===== src/rtl/cmp_serial_pkg.sv =====
// Shared types for the serial comparator: op codes, FSM states and the
// predicate selection helper.
package cmp_pkg;

  typedef enum logic [2:0] {
    OP_GT   = 3'd0,
    OP_LT   = 3'd1,
    OP_EQ   = 3'd2,
    OP_NE   = 3'd3,
    OP_GE   = 3'd4,
    OP_LE   = 3'd5,
    OP_RSV6 = 3'd6,
    OP_RSV7 = 3'd7
  } cmp_op_e;

  typedef enum logic [1:0] {
    IDLE = 2'd0,
    SCAN = 2'd1,
    DONE = 2'd2
  } cmp_state_e;

  // Reduce the one-hot relation to the single predicate bit for an op.
  function automatic logic cmp_pred(cmp_op_e op, logic gt, logic lt, logic eq);
    logic p;
    case (op)
      OP_GT:   p = gt;
      OP_LT:   p = lt;
      OP_EQ:   p = eq;
      OP_NE:   p = ~eq;
      OP_GE:   p = gt | eq;
      OP_LE:   p = lt | eq;
      default: p = 1'b0;
    endcase
    return p;
  endfunction

endpackage


===== src/rtl/cmp_serial_if.sv =====
// Request/response bundle of the serial comparator.
interface cmp_serial_if #(
  parameter int unsigned WIDTH = 16
);
  logic             in_valid;
  logic             in_ready;
  logic [WIDTH-1:0] a;
  logic [WIDTH-1:0] b;
  logic [2:0]       op;
  logic             is_signed;
  logic             out_valid;
  logic             out_ready;
  logic [WIDTH-1:0] c;
  logic             gt;
  logic             lt;
  logic             eq;
  logic             busy;

  modport master (
    output in_valid, a, b, op, is_signed, out_ready,
    input  in_ready, out_valid, c, gt, lt, eq, busy
  );

  modport slave (
    input  in_valid, a, b, op, is_signed, out_ready,
    output in_ready, out_valid, c, gt, lt, eq, busy
  );
endinterface


===== src/rtl/cmp_serial_digit.sv =====
// Combinational unsigned compare of one DIGIT-wide slice.
module cmp_digit #(
  parameter int unsigned DIGIT = 4
) (
  input  logic [DIGIT-1:0] a_i,
  input  logic [DIGIT-1:0] b_i,
  output logic             gt_o,
  output logic             lt_o,
  output logic             eq_o
);
  assign gt_o = (a_i > b_i);
  assign lt_o = (a_i < b_i);
  assign eq_o = (a_i == b_i);
endmodule


===== src/rtl/cmp_serial.sv =====
// Serial magnitude comparator: scans operands MSB-first, one digit per
// cycle, stopping at the first differing digit.
module cmp_serial
  import cmp_pkg::*;
#(
  parameter int unsigned WIDTH = 16,
  parameter int unsigned DIGIT = 4
) (
  input  logic         clk,
  input  logic         rst_n,
  cmp_serial_if.slave  bus
);
  localparam int unsigned N  = WIDTH / DIGIT;
  localparam int unsigned KW = (N > 1) ? $clog2(N) : 1;
  localparam logic [WIDTH-1:0] MSB_MASK = {1'b1, {(WIDTH-1){1'b0}}};
  localparam logic [KW-1:0]    K_LAST   = KW'(N - 1);

  cmp_state_e       state_q, state_d;
  logic [KW-1:0]    k_q, k_d;
  logic [WIDTH-1:0] a_q, a_d, b_q, b_d;
  cmp_op_e          op_q, op_d;
  logic             gt_q, gt_d, lt_q, lt_d, eq_q, eq_d, pred_q, pred_d;

  logic d_gt, d_lt, d_eq;

  // Operands are shifted left each SCAN step, so the digit under test
  // (digit k) always sits in the top DIGIT bits.
  cmp_digit #(.DIGIT(DIGIT)) u_digit (
    .a_i  (a_q[WIDTH-1 -: DIGIT]),
    .b_i  (b_q[WIDTH-1 -: DIGIT]),
    .gt_o (d_gt),
    .lt_o (d_lt),
    .eq_o (d_eq)
  );

  // State, pointer, operand and result registers.
  always_ff @(posedge clk) begin
    if (!rst_n) begin
      state_q <= IDLE;
      k_q     <= '0;
      a_q     <= '0;
      b_q     <= '0;
      op_q    <= OP_GT;
      gt_q    <= 1'b0;
      lt_q    <= 1'b0;
      eq_q    <= 1'b0;
      pred_q  <= 1'b0;
    end else begin
      state_q <= state_d;
      k_q     <= k_d;
      a_q     <= a_d;
      b_q     <= b_d;
      op_q    <= op_d;
      gt_q    <= gt_d;
      lt_q    <= lt_d;
      eq_q    <= eq_d;
      pred_q  <= pred_d;
    end
  end

  // Next-state: accept in IDLE, digit scan in SCAN, hold until taken in DONE.
  always_comb begin
    state_d = state_q;
    k_d     = k_q;
    a_d     = a_q;
    b_d     = b_q;
    op_d    = op_q;
    gt_d    = gt_q;
    lt_d    = lt_q;
    eq_d    = eq_q;
    pred_d  = pred_q;
    case (state_q)
      IDLE: begin
        if (bus.in_valid) begin
          state_d = SCAN;
          k_d     = '0;
          // Flipping the sign bit maps two's complement onto offset binary,
          // so the scan itself is always unsigned.
          a_d     = bus.is_signed ? (bus.a ^ MSB_MASK) : bus.a;
          b_d     = bus.is_signed ? (bus.b ^ MSB_MASK) : bus.b;
          op_d    = cmp_op_e'(bus.op);
          gt_d    = 1'b0;
          lt_d    = 1'b0;
          eq_d    = 1'b0;
          pred_d  = 1'b0;
        end
      end
      SCAN: begin
        if (!d_eq) begin
          gt_d    = d_gt;
          lt_d    = d_lt;
          pred_d  = cmp_pred(op_q, d_gt, d_lt, 1'b0);
          state_d = DONE;
        end else if (k_q == K_LAST) begin
          eq_d    = 1'b1;
          pred_d  = cmp_pred(op_q, 1'b0, 1'b0, 1'b1);
          state_d = DONE;
        end else begin
          k_d = k_q + KW'(1);
          a_d = a_q << DIGIT;
          b_d = b_q << DIGIT;
        end
      end
      DONE: begin
        if (bus.out_ready) begin
          state_d = IDLE;
          gt_d    = 1'b0;
          lt_d    = 1'b0;
          eq_d    = 1'b0;
          pred_d  = 1'b0;
        end
      end
      default: state_d = IDLE;
    endcase
  end

  assign bus.in_ready  = (state_q == IDLE);
  assign bus.out_valid = (state_q == DONE);
  assign bus.busy      = (state_q == SCAN) || (state_q == DONE);
  assign bus.c         = {{(WIDTH-1){1'b0}}, pred_q & bus.out_valid};
  assign bus.gt        = gt_q & bus.out_valid;
  assign bus.lt        = lt_q & bus.out_valid;
  assign bus.eq        = eq_q & bus.out_valid;

endmodule

===== src/flat_wrapper.sv =====
// flat-port wrapper written by rule: the top's interface ports become plain ports
module cmp_serial_flat import cmp_pkg::*;
#(
  parameter int unsigned WIDTH = 16,
  parameter int unsigned DIGIT = 4
)
  (clk, rst_n, bus_in_valid, bus_a, bus_b, bus_op, bus_is_signed, bus_out_ready, bus_in_ready, bus_out_valid, bus_c, bus_gt, bus_lt, bus_eq, bus_busy);
  cmp_serial_if #(.WIDTH(WIDTH)) bus_i ();
  input  logic clk;
  input  logic rst_n;
  input wire logic [$bits(bus_i.in_valid)-1:0] bus_in_valid;
  input wire logic [$bits(bus_i.a)-1:0] bus_a;
  input wire logic [$bits(bus_i.b)-1:0] bus_b;
  input wire logic [$bits(bus_i.op)-1:0] bus_op;
  input wire logic [$bits(bus_i.is_signed)-1:0] bus_is_signed;
  input wire logic [$bits(bus_i.out_ready)-1:0] bus_out_ready;
  output wire logic [$bits(bus_i.in_ready)-1:0] bus_in_ready;
  output wire logic [$bits(bus_i.out_valid)-1:0] bus_out_valid;
  output wire logic [$bits(bus_i.c)-1:0] bus_c;
  output wire logic [$bits(bus_i.gt)-1:0] bus_gt;
  output wire logic [$bits(bus_i.lt)-1:0] bus_lt;
  output wire logic [$bits(bus_i.eq)-1:0] bus_eq;
  output wire logic [$bits(bus_i.busy)-1:0] bus_busy;
  assign bus_i.in_valid = bus_in_valid;
  assign bus_i.a = bus_a;
  assign bus_i.b = bus_b;
  assign bus_i.op = bus_op;
  assign bus_i.is_signed = bus_is_signed;
  assign bus_i.out_ready = bus_out_ready;
  assign bus_in_ready = bus_i.in_ready;
  assign bus_out_valid = bus_i.out_valid;
  assign bus_c = bus_i.c;
  assign bus_gt = bus_i.gt;
  assign bus_lt = bus_i.lt;
  assign bus_eq = bus_i.eq;
  assign bus_busy = bus_i.busy;
  cmp_serial #(.WIDTH(WIDTH), .DIGIT(DIGIT)) u_core (.clk(clk), .rst_n(rst_n), .bus(bus_i));
endmodule

===== config.mk =====
export PLATFORM = sky130hd
export DESIGN_NAME = cmp_serial_flat
export DESIGN_NICKNAME = d
export VERILOG_FILES = /design/src/rtl/cmp_serial_pkg.sv /design/src/rtl/cmp_serial_if.sv /design/src/rtl/cmp_serial_digit.sv /design/src/rtl/cmp_serial.sv /design/src/flat_wrapper.sv
export SDC_FILE = /design/constraint.sdc
export NUM_CORES = 1
export LEC_CHECK = 0
export ABC_AREA = 0
export CAP_MARGIN = 20
export CORE_MARGIN = 8
export CORE_UTILIZATION = 48
export CTS_CLUSTER_SIZE = 40
export DETAILED_ROUTE_END_ITERATION = 8
export GPL_TIMING_DRIVEN = 0
export MAX_ROUTING_LAYER = met4
export PLACE_DENSITY_LB_ADDON = 0.25
export SYNTH_ARGS = -nofsm -noshare
export SYNTH_HDL_FRONTEND = slang
export SYNTH_SLANG_ARGS = --single-unit

===== constraint.sdc =====
create_clock -name clk -period 2.26 [get_ports clk]
set_input_delay 0.226 -clock clk [delete_from_list [all_inputs] [get_ports clk]]
set_output_delay 0.226 -clock clk [all_outputs]
set_load 0.01 [all_outputs]

# Word level (Yosys, flattened, before mapping)
# Index checks and enable logic that the tools add are counted.
dict set report classes {
  add_sub_neg 1
  reduce_logical 14
  bitwise 6
  eq_ne 16
  n_lt_le_gt_ge 2
  mux 33
}
# op n
set ops {}
lappend ops {{16-bit two-way mux} 8}
lappend ops {{16-bit case mux with 2 select lines} 2}
lappend ops {{1-bit case mux with 3 select lines} 5}
lappend ops {{2-bit two-way mux} 7}
lappend ops {{4-bit AND reduction} 3}
lappend ops {{1-bit two-way mux} 9}
lappend ops {{2-bit inequality test (second input constant)} 4}
lappend ops {{3-bit by 2-bit equality test with 1-bit output (second input constant)} 2}
lappend ops {{3-bit equality test (second input constant)} 2}
lappend ops {{2-bit case mux with 3 select lines} 1}
lappend ops {{5-bit AND reduction} 1}
lappend ops {{1-bit AND} 4}
lappend ops {{2-bit equality test (second input constant)} 2}
lappend ops {{4-bit equality test} 1}
lappend ops {{4-bit greater-than comparator} 1}
lappend ops {{4-bit less-than comparator} 1}
lappend ops {{2-bit by 1-bit inequality test with 1-bit output (second input constant)} 2}
lappend ops {{2-bit case mux with 2 select lines} 1}
lappend ops {{2-bit OR reduction} 2}
lappend ops {{3-bit by 1-bit equality test with 1-bit output (second input constant)} 1}
lappend ops {{3-bit zero test} 1}
lappend ops {{3-bit inequality test (second input constant)} 1}
lappend ops {{3-bit AND reduction} 1}
lappend ops {{3-bit nonzero test} 1}
lappend ops {{other kinds (8)} 9}
dict set report totals {
  input_bits 40
  output_inout_bits 22
  register_bits 43
}

# Longest topological paths before layout
dict set report logic_depth {
  ltp_word 6
  mapped_depth 8
  ltp_nobuf 6
}

# By module
# A second synthesis with hierarchy kept.
dict set report unflattened {
  cells_unflattened 254
  area_unflattened_um2 2371.0
}
# module area_each_um2 cells_each instances seq_area_each_um2
set modules_own_cells {}
lappend modules_own_cells {cmp_serial 2242.2 238 1 860.8}
lappend modules_own_cells {cmp_digit 128.9 16 1 0.0}

# Worst setup path after synthesis
# OpenSTA, ideal clock, no wires.
dict set report synth_path {
  kind {reg-to-reg}
  start {register u_core.state_q[0]}
  end {register u_core.lt_q}
  setup_ps 87
  arrival_time_ps 1633
  path_stages_with_launch 9
  slack_ps 540
  t_required_ps 2173
  cell_sequence {dfxtp_1 > inv_1 > ha_1 > buf_2 > nor2b_1 > buf_6 > nor4_2 > a32oi_1 > o31ai_1}
}
dict set report synth_between {
  elab_chain_len 3
  elab_cells_between_ends 9
}
# item line_no
set synth_rtl {}
lappend synth_rtl {{start, declared} cmp_serial.sv:18} ;# cmp_state_e state_q, state_d;
lappend synth_rtl {{start signal, assigned} cmp_serial.sv:49} ;# state_q <= state_d;
lappend synth_rtl {{2-bit zero test (*)} -}
lappend synth_rtl {{net bus_in_ready} flat_wrapper.sv:17} ;# output wire logic [$bits(bus_i.in_ready)-1:0] bus_in_ready;
lappend synth_rtl {{2-bit inequality test (no source line) or 3-bit nonzero test (tied branches)} -}
lappend synth_rtl {{4-bit AND reduction (no source line)} -}
lappend synth_rtl {{end signal, assigned} cmp_serial.sv:55} ;# lt_q <= lt_d;
lappend synth_rtl {{end, declared} cmp_serial.sv:22} ;# logic gt_q, gt_d, lt_q, lt_d, eq_q, eq_d, pred_q, pred_d;
# Mark *: on every way through the listed nets, which the timed path passes. The rest lies on a longest branch.
# A chain may end at the register's enable or synchronous reset.

# Worst setup path after layout
dict set report layout_path {
  start {register u_core.b_q[15]}
  end {register u_core.b_q[13]}
}
dict set report layout_between {
  elab_chain_len 3
}
# item line_no
set layout_rtl {}
lappend layout_rtl {{start, declared} cmp_serial.sv:20} ;# logic [WIDTH-1:0] a_q, a_d, b_q, b_d;
lappend layout_rtl {{start signal, assigned} cmp_serial.sv:42} ;# b_q <= '0;
lappend layout_rtl {{start signal, assigned} cmp_serial.sv:52} ;# b_q <= b_d;
lappend layout_rtl {{4-bit equality test} cmp_serial_digit.sv:13} ;# assign eq_o = (a_i == b_i);
lappend layout_rtl {{2-bit by 1-bit inequality test with 1-bit output (no source line)} -}
lappend layout_rtl {{4-bit AND reduction (no source line)} -}
# No other way between the ends.

==> flow_metrics.env <==
export IMPL_status="complete, no violations"
export IMPL_start_util_pct=49.6
export IMPL_r2r_setup_slack_ps=310
export IMPL_crit_buf_inv=3
export IMPL_crit_arrival_ps=2110
export IMPL_min_period_ps=1950
export IMPL_ys_flop_type="dfxtp_1"
export IMPL_regArea_um2=861
export IMPL_fin_setup_tns_ps=0
export IMPL_pre_cts_ws_ps=234
export IMPL_synth_top_area_share_pct=36.8
export IMPL_hold_viol=0
export IMPL_internal_power_mw=2.37
export IMPL_drt_pass1_iterations=5
export IMPL_wire_per_inst_um=15.1
export IMPL_fin_area_um2=3070
export IMPL_tightest_slew_ps=529
export IMPL_switching_share_pct=40.7
export IMPL_hpwl_um=4640
export IMPL_fin_worst_skew_ps=8.28
export IMPL_min_path_type="reg -> reg"
export IMPL_yosys_warnings=0
export IMPL_synth_edf_count=0
export IMPL_grt_max_degree=14
export IMPL_clock_tree_buffer_depth=2
export IMPL_max_vdd_ir_drop_mv=0.598
export IMPL_grt_overflow=0
export IMPL_num_vias=2130
export IMPL_drt_total_wl_um=6010
export IMPL_clkLatencyLatePin_ps=290
export IMPL_avgViaCountPerCell=5.35
export IMPL_yosysMostFrequentCell="dfxtp_1"
export IMPL_period_share_pct=86.4
export IMPL_cts_sinks=43
export IMPL_portBuffers=46
export IMPL_p_total_mw=4.00
export IMPL_drv_slew=0
export IMPL_grt_pass1_vias=2182
export IMPL_synth_async_reset_ratio_pct=0
export IMPL_maxSlewHeadroom_pct=64.7
export IMPL_required_ps=2420
export IMPL_crit_slowest_cell="dfxtp_1"
export IMPL_row_count=25
export IMPL_setup_viol=0
export IMPL_ys_types=41
export IMPL_hold_buffers=0
export IMPL_seq_area_frac_synth_pct=36.8
export IMPL_tritoncts_num_buffers=5
export IMPL_hold_slack_ps=481
export IMPL_drtIter0Drc=193
export IMPL_p_comb_share_pct=54.0
export IMPL_crit_chain="inv_1 > ha_1 > and4_4 > buf_8 > a22oi_2 > nor2_1 > buf_2 > a211oi_1"
export IMPL_cts_tree="built"
export IMPL_crit_path_max_incr_delay_ps=340
export IMPL_clockRootBuffer="clkbuf_8"
export IMPL_die_h_um=85.9
export IMPL_ctsResizeCount=0
export IMPL_syn_cell_area_um2=2340
export IMPL_worstPathMaxFanout=10
export IMPL_gp_congestion=0.859
export IMPL_dieArea_um2=7370
export IMPL_pwr_share_clk_pct=17.8
export IMPL_fmax_ghz=0.512
export IMPL_p_sw_mw=1.63
export IMPL_core_um2=4720
export IMPL_synth_area_top_cells="dfxtp_1 37%, mux2i_1 10%, a21oi_1 8.3%, a211oi_1 7.7%, buf_4 5.1%"
export IMPL_fin_util_pct=65.1
export IMPL_ant_nets=0
export IMPL_die_w_um=85.9
export IMPL_rsz0062_at_grt="no"
export IMPL_crit_type="reg -> reg"
export IMPL_drive_above_1_share_pct=12.4
export IMPL_fillers=422
export IMPL_seqPwrFrac_pct=28.2
export IMPL_cts_max_level=2
export IMPL_synth_cells=263
export IMPL_avgSynthCellArea_um2=8.91
export IMPL_ios=62
export IMPL_grt_util_all_layers_pct=17.3
export IMPL_fin_cells=398
export IMPL_drc=0
export IMPL_multi_input_area_um2=1270
export IMPL_post_cts_setup_buffer_count=0
export IMPL_antenna_found_initial=0
export IMPL_yosys_area_top_type="dfxtp_1"
export IMPL_postPlaceCellArea_um2=2940
export IMPL_synth_commonest_cells="43 x dfxtp_1, 39 x a21oi_1, 24 x a211oi_1, 24 x mux2i_1, 16 x buf_4"
export IMPL_leakagePower_nw=1.19
export IMPL_maxCapViolCount=0
export IMPL_nNetsFinal=379
export IMPL_areaGrowthSynthToFinish_pct=31.2
export IMPL_synth_seq_cells=43
export IMPL_diodes=0
export IMPL_crit_family="simple AND/OR/NAND/NOR gates"
export IMPL_p_per_area_nw_per_um2=1300
export IMPL_finalWorstSetupSlack_ps=308
export IMPL_grt_pass1_wl_um=10100
export IMPL_cp_start_kind="flop"
export IMPL_place_inst=390
export IMPL_end_kind="flop"
export IMPL_clkTransAtPathRegs_ps=80
[metal layers]
| metal | wire [um] | vias up | GRT usage (%) |
|---|---|---|---|
| met1 | 2640 | 989 | 19.0 |
| li1 | - | 1074 | - |
| met5 | 0 | - | - |
| met2 | 2960 | 61 | 29.7 |
| met3 | 306 | 6 | 4.20 |
| met4 | 99 | 0 | 6.21 |
[power groups by stage]
stage | clock network (mW) | logic, mW | registers, mW
2_1_floorplan | 0 | 1.63 | 1.10
3_3_place_gp | 0 | 2.09 | 1.14
3_5_place_dp | 0 | 2.15 | 1.14
4_1_cts | 0.715 | 2.16 | 1.13
5_1_grt | 0.748 | 2.39 | 1.16
6_report | 0.712 | 2.16 | 1.13
[flip-flops by register name, summed over array words and instances, names as in the netlist]
| name | flops |
|---|---|
| u_core.lt_q | 1 |
| u_core.k_q | 2 |
| u_core.op_q | 3 |
| u_core.pred_q | 1 |
| u_core.eq_q | 1 |
| u_core.b_q | 16 |
| u_core.gt_q | 1 |
| u_core.a_q | 16 |
| u_core.state_q | 2 |
[final cells by class]
| cell class | instances | share of cell area [%] |
|---|---|---|
| well taps | 67 | 2.73 |
| plain buffers | 37 | 7.49 |
| clock inverters | 2 | 1.95 |
| multi-input cells | 187 | 41.2 |
| flip-flops and latches | 43 | 28.0 |
| clock buffers | 6 | 2.36 |
| repair buffers | 46 | 15.0 |
| inverters | 10 | 1.22 |
[cell usage in the layout (no fill, tap or decap), types with 8 or more instances in the layout]
cell type | Yosys | layout
clkdlybuf4s50_1 | 0 | 46
dfxtp_1 | 43 | 43
a21oi_1 | 39 | 39
mux2i_1 | 24 | 24
a211oi_1 | 24 | 24
buf_4 | 16 | 16
conb_1 | 1 | 15
o21ai_0 | 12 | 12
clkbuf_1 | 10 | 10
nand4_1 | 10 | 10
buf_2 | 9 | 9
ha_1 | 9 | 9
inv_1 | 8 | 8
nand2_1 | 8 | 8
[kinds of logic (layout without fill, tap and decap cells)]
family,count (synthesis),after routing,synth area share (%)
multiplexers,24,24,10.3
XOR/XNOR,2,2,0.748
buffers and inverters,47,101,11.4
flip-flops,43,43,36.8
AND/OR/NAND/NOR,46,46,11.5
adder cells (fa/ha/maj),9,9,4.81
AO/OA/AOI/OAI,91,91,24.4
other,1,15,0.160
[worst min-delay path: cells and delay by family (launching register included)]
family         cells  cell delay [ps]
flip-flops         1              310
AO/OA/AOI/OAI      2              130
[final timing paths]
path	startpoint	endpoint	cells past startpoint
setup / recovery	u_core.b_q[15]	u_core.b_q[13]	8
hold / removal	u_core.a_q[0]	u_core.a_q[0]	2
setup reg to reg	u_core.b_q[15]	u_core.b_q[13]	8
hold reg to reg	u_core.a_q[0]	u_core.a_q[0]	2
Power figures use the tool's default switching activity.
